===== src/rtl/universal_shift_register.sv =====
// WIDTH-bit universal shift/rotate register with registered serial-out and a
// burst engine that repeats a latched operation cnt times, flagging busy/done.
module universal_shift_register #(
  parameter int WIDTH = 8,
  parameter int CNT_W = 4
) (
  input  logic             clk,
  input  logic             rst_n,
  input  logic             en,
  input  logic [2:0]       mode,
  input  logic             sin,
  input  logic [WIDTH-1:0] pdata,
  input  logic             start,
  input  logic [CNT_W-1:0] cnt,
  output logic [WIDTH-1:0] q,
  output logic             sout,
  output logic             busy,
  output logic             done
);

  localparam logic [2:0] M_HOLD  = 3'b000;
  localparam logic [2:0] M_LOAD  = 3'b001;
  localparam logic [2:0] M_SHL   = 3'b010;
  localparam logic [2:0] M_SHR   = 3'b011;
  localparam logic [2:0] M_ROL   = 3'b100;
  localparam logic [2:0] M_ROR   = 3'b101;
  localparam logic [2:0] M_ASR   = 3'b110;
  localparam logic [2:0] M_CLEAR = 3'b111;

  logic [2:0]       lmode;
  logic [CNT_W-1:0] count;
  logic [2:0]       op;
  logic [WIDTH-1:0] q_nxt;
  logic             sout_nxt;

  // During a burst the latched mode drives the datapath; idle uses the live mode.
  assign op = busy ? lmode : mode;

  always_comb begin
    q_nxt    = q;
    sout_nxt = sout;
    case (op)
      M_HOLD:  q_nxt = q;
      M_LOAD:  q_nxt = pdata;
      M_SHL: begin
        q_nxt    = {q[WIDTH-2:0], sin};
        sout_nxt = q[WIDTH-1];
      end
      M_SHR: begin
        q_nxt    = {sin, q[WIDTH-1:1]};
        sout_nxt = q[0];
      end
      M_ROL: begin
        q_nxt    = {q[WIDTH-2:0], q[WIDTH-1]};
        sout_nxt = q[WIDTH-1];
      end
      M_ROR: begin
        q_nxt    = {q[0], q[WIDTH-1:1]};
        sout_nxt = q[0];
      end
      M_ASR: begin
        q_nxt    = {q[WIDTH-1], q[WIDTH-1:1]};
        sout_nxt = q[0];
      end
      M_CLEAR: q_nxt = '0;
      default: q_nxt = q;
    endcase
  end

  always_ff @(posedge clk or negedge rst_n) begin
    if (!rst_n) begin
      q     <= '0;
      sout  <= 1'b0;
      busy  <= 1'b0;
      done  <= 1'b0;
      count <= '0;
      lmode <= M_HOLD;
    end else begin
      done <= 1'b0;
      if (busy) begin
        q     <= q_nxt;
        sout  <= sout_nxt;
        count <= count - 1'b1;
        if (count == CNT_W'(1)) begin
          busy <= 1'b0;
          done <= 1'b1;
        end
      end else if (start) begin
        // Accept edge only latches; q is untouched and en is ignored.
        lmode <= mode;
        count <= cnt;
        if (cnt == '0) begin
          done <= 1'b1;
        end else begin
          busy <= 1'b1;
        end
      end else if (en) begin
        q    <= q_nxt;
        sout <= sout_nxt;
      end
    end
  end

endmodule


===== config.mk =====
export PLATFORM = sky130hd
export DESIGN_NAME = universal_shift_register
export DESIGN_NICKNAME = d
export VERILOG_FILES = /design/src/rtl/universal_shift_register.sv
export SDC_FILE = /design/constraint.sdc
export NUM_CORES = 1
export LEC_CHECK = 0
export ABC_AREA = 0
export CORE_AREA = 2 2 55 57
export DETAILED_ROUTE_END_ITERATION = 12
export DIE_AREA = 0 0 57 59
export GPL_TIMING_DRIVEN = 0
export PLACE_DENSITY = 0.82
export SETUP_SLACK_MARGIN = 0.2
export SLEW_MARGIN = 30
export SYNTH_ARGS = -nofsm -noshare
export SYNTH_HDL_FRONTEND = slang
export SYNTH_SLANG_ARGS = --single-unit

===== constraint.sdc =====
create_clock -name clk -period 1.8 [get_ports clk]
set_clock_uncertainty 0.2 [all_clocks]
set_input_delay 0.18 -clock clk [delete_from_list [all_inputs] [get_ports clk]]
set_output_delay 0.18 -clock clk [all_outputs]
set_load 0.005 [all_outputs]

==> metrics.md, run 1 <==
| Metric | Value |
|---|---|
| Final setup margin | -0.1595 ns |
| Crit path kind | in -> reg |
| Global-route usage over all layers | 21.66% |
| Vias/cell | between 6 and 7 |
| CTS tree | done |
| Total gr overflow | 0 |
| Core region area | 0.002710 mm^2 |
| Antenna violations before repair | 0 |
| #FFs+latches synth | 18 |
| Die X | 57 um |
| CTS sink cnt | 18 |
| Largest net degree at the start of global routing | 19 |
| Violated checks | negative setup slack |
| Initial Utilization | 40.77% |
| EDFF count, synth | 0 |
| VDD IR-drop max | around 0.0015 V |
| Final Cell Area | approximately 0.0020 mm^2 |
| Max incr delay on CP | 0.57 ns |
| Count of cell types in the netlist | 36 |
| Rows | 19 |
| Fin nets | 199 |
| Boundary Pins | 31 |
| Clock transition at the registers of the reported paths | 0.11 ns |
| Area Growth Syn to Fin | 78.71% |
| Fmax | 510.3 MHz |
| Hpwl dp | ~2100 um |
| Most frequent cell after synthesis | dfrtp_1 |
| Die area | 0.003363 mm^2 |
| Power Total | around 4.2 mW |
| H-tree Lvls | 1 |
| Slew headroom | 43.87% |
| WP depth | 7 |
| Crit-path cells | clkdlybuf4s50_1, nand2_1, xor2_1, mux2i_4, buf_12, a221oi_2, o31ai_1 |
| Dominant cell type by area after synthesis | dfrtp_1 |
| Drt wl/cell | 19.99 um |
| Final wirelength | 4138 um |
| Crit path time final | approximately 2 ns |
| Routability congestion estimate | 0.8152 |
| Met1 GRT Util | between 20% and 30% |
| PwrDens | around 2100 mW/mm^2 |
| DRC Markers | 0 |
| Ys async rst share | 100.0% |
| CTS Buffer Depth | 2 |
| Arr. time, crit path | 1.95 ns |
| Syn nets | 140 |
| CP Data Required Time | 1.79 ns |
| IO Port Bufs | 29 |
| Clock root buffer | clkbuf_4 |
| Post-DP Area | 0.001444 mm^2 |
| Hold WC Path Type | in -> async |
| Synth warnings | 0 |
| Largest fanout on the critical path | 7 |
| Share of the synthesized area in the top cell type | between 40% and 50% |
| Crit path launch type | input port |
| LEAKAGE | 0.8214 nW |
| CTS Buf Count | 3 |
| Syn Area/Cell | 9.363 um^2 |
| Seq/Total Area, Yosys | 40.77% |
| Synthesized area | 0.001105 mm^2 |
| Status | finished, violations left |
| Worst-skew pair later-pin latency | 0.30 ns |
| Critical path's slowest cell | clkdlybuf4s50_1 |
| Flop2flop setup slack | -0.13 ns |
| Crit end category | register |
| First-pass GRT wire length | 5720 um |
| RSZ-0062 raised after global routing | true |
| ANT cells | 0 |
| Fin crit share | 108.9% |
| Share of cells above drive strength 1 | 39.77% |
| Crit path buffers/inverters | 2 |
| Top cells by area, synth | dfrtp_1 (41%), a21oi_1 (7.2%), o31ai_1 (5.4%), nand2_1 (5.1%), a221oi_1 (4.8%) |
| Final Setup Violations | 9 |
| Vias post-DR | 1273 |
| Final antenna-violating net count | 0 |
| Worst Tran Pin Value | 0.8394 ns |
| Max-slew violation count | 0 |
| Routing usage on met3 | about 5.7% |
| Iter 0 DRT Violations | 55 |
| Met2 GRT Util | 40.72% |
| Predominant post-synthesis flop cell | dfrtp_1 |
| Final hold viol count | 0 |
| Largest delay share family, worst path | buffers and inverters |
| Syn Inst Count | around 120 |
| Height of the die | 59 um |
| Number of global-route vias before repair | 1242 |
| Global route hottest layer | met2 |
| DRT Pass-1 Iters | 4 |
| Max-cap violation count | 0 |
| Synth top cells by count | dfrtp_1 (18), a21oi_1 (16), nand2_1 (15) |
| R2R cell count | 7 |
worst register-to-register path: stages, from the launching register on:
cell      delay (ns)
dfrtp_2         0.47
buf_6           0.15
buf_6           0.11
buf_12          0.12
mux2i_4         0.18
buf_12          0.16
a221oi_2        0.30
o31ai_1         0.13
cell usage in the layout, fill, tap and decap left out, drive strengths merged:
master and count:
or3 1, buf 28, clkdlybuf4s50 28, nor4 1
a22o 1, or2 2, o41ai 1, a221oi 6
a22oi 1, clkbuf 5, dlygate4sd2 1, mux2i 4
and2 1, a21oi 16, nand3 1, nor2 7
o21bai 2, inv 4, a211oi 4, o22a 1
nor2b 1, ha 2, mux2 3, dfrtp 18
nor3 2, o21ai 4, nand2b 1, o31ai 8
xnor2 1, nand2 16, a32oi 1, a32o 1
xor2 3
state kept, by name, summed over array words and instances (netlist names):
register,count
busy,1
count,4
done,1
lmode,3
q,8
sout,1
report_power, final:
| part | internal [mW] | switching (mW) | total [mW] |
|---|---|---|---|
| registers | 0.619 | 0.199 | 0.819 |
| clock network | 0.123 | 0.133 | 0.256 |
| logic | 1.64 | 1.49 | 3.13 |
logic make-up after synthesis:
kind of cell               synth area share [%]
DFF                                       40.77
adders and majority gates                 2.265
AOI/OAI and AO/OA                         28.77
and+or+nand+nor                           13.37
muxes                                     7.021
buffers and inverters                     4.642
xor gates and xnor gates                  3.172
per-stage QoR:
step                      setup slack, ns  TNS, ns  util (%)  hold WS, ns  instances
after CTS                        -0.05393  -0.1485     64.22       0.1075        199
after floorplan                   0.01811        0         -      -0.3156        118
after global routing              -0.1542   -1.058     72.85       0.1521        207
final                             -0.1595  -0.8381     72.85       0.1469        207
after global placement            -0.3259   -2.428     53.28       0.2959        178
after detailed placement          -0.3952   -3.076     53.28       0.3061        178
area by class of cell:
| class | count | area, um^2 |
|---|---|---|
| Fill cell | 186 | 735.7 |
| Clock buffer | 4 | 36.28 |
| Sequential cell | 18 | 451.7 |
| Buffer | 5 | 53.80 |
| Timing Repair Buffer | 53 | 550.5 |
| Multi-Input combinational cell | 92 | 828.3 |
| Tap cell | 31 | 38.79 |
| Inverter | 4 | 15.01 |
metal layers:
metal	vias to the layer above	share of wire (%)	wire (um)
met2	90	55	2270
met1	607	34	1402
met3	16	7.4	307
met5	-	0	0
met4	0	3.8	157
li1	560	-	-
worst paths after layout:
kind | from | to
setup / recovery | mode[2] | q[5]$_DFFE_PN0P_
max in group asynchronous | rst_n | busy$_DFF_PN0_
min in group clk | start | count[3]$_DFFE_PN0P_
hold / removal | rst_n | sout$_DFFE_PN0P_
hold reg to reg | count[0]$_DFFE_PN0P_ | count[0]$_DFFE_PN0P_
setup reg to reg | busy$_DFF_PN0_ | q[5]$_DFFE_PN0P_
timing repair:
| item | 4_1_cts | 5_1_grt |
|---|---|---|
| hold endpoints to repair | 0 | 0 |
| pin swaps | 7 | 13 |
| hold buffers | 0 | 0 |
| setup buffers | 15 | 7 |
| setup endpoints to repair | 18 | 20 |
| gates cloned | 2 | 1 |
| gates resized for setup | 21 | 32 |
No activity file was read; power rests on OpenSTA's default activity.
==> inputs of run 2 (changes only) <==
--- a/config.mk
+++ b/config.mk
@@ -6,6 +6,7 @@
 export NUM_CORES = 1
 export LEC_CHECK = 0
 export ABC_AREA = 0
+export CAP_MARGIN = 5
 export CORE_AREA = 2 2 55 57
 export DETAILED_ROUTE_END_ITERATION = 12
 export DIE_AREA = 0 0 57 59
==> results of run 2 <==
The final DEF is identical to that of run 1; final timing and power are the same.
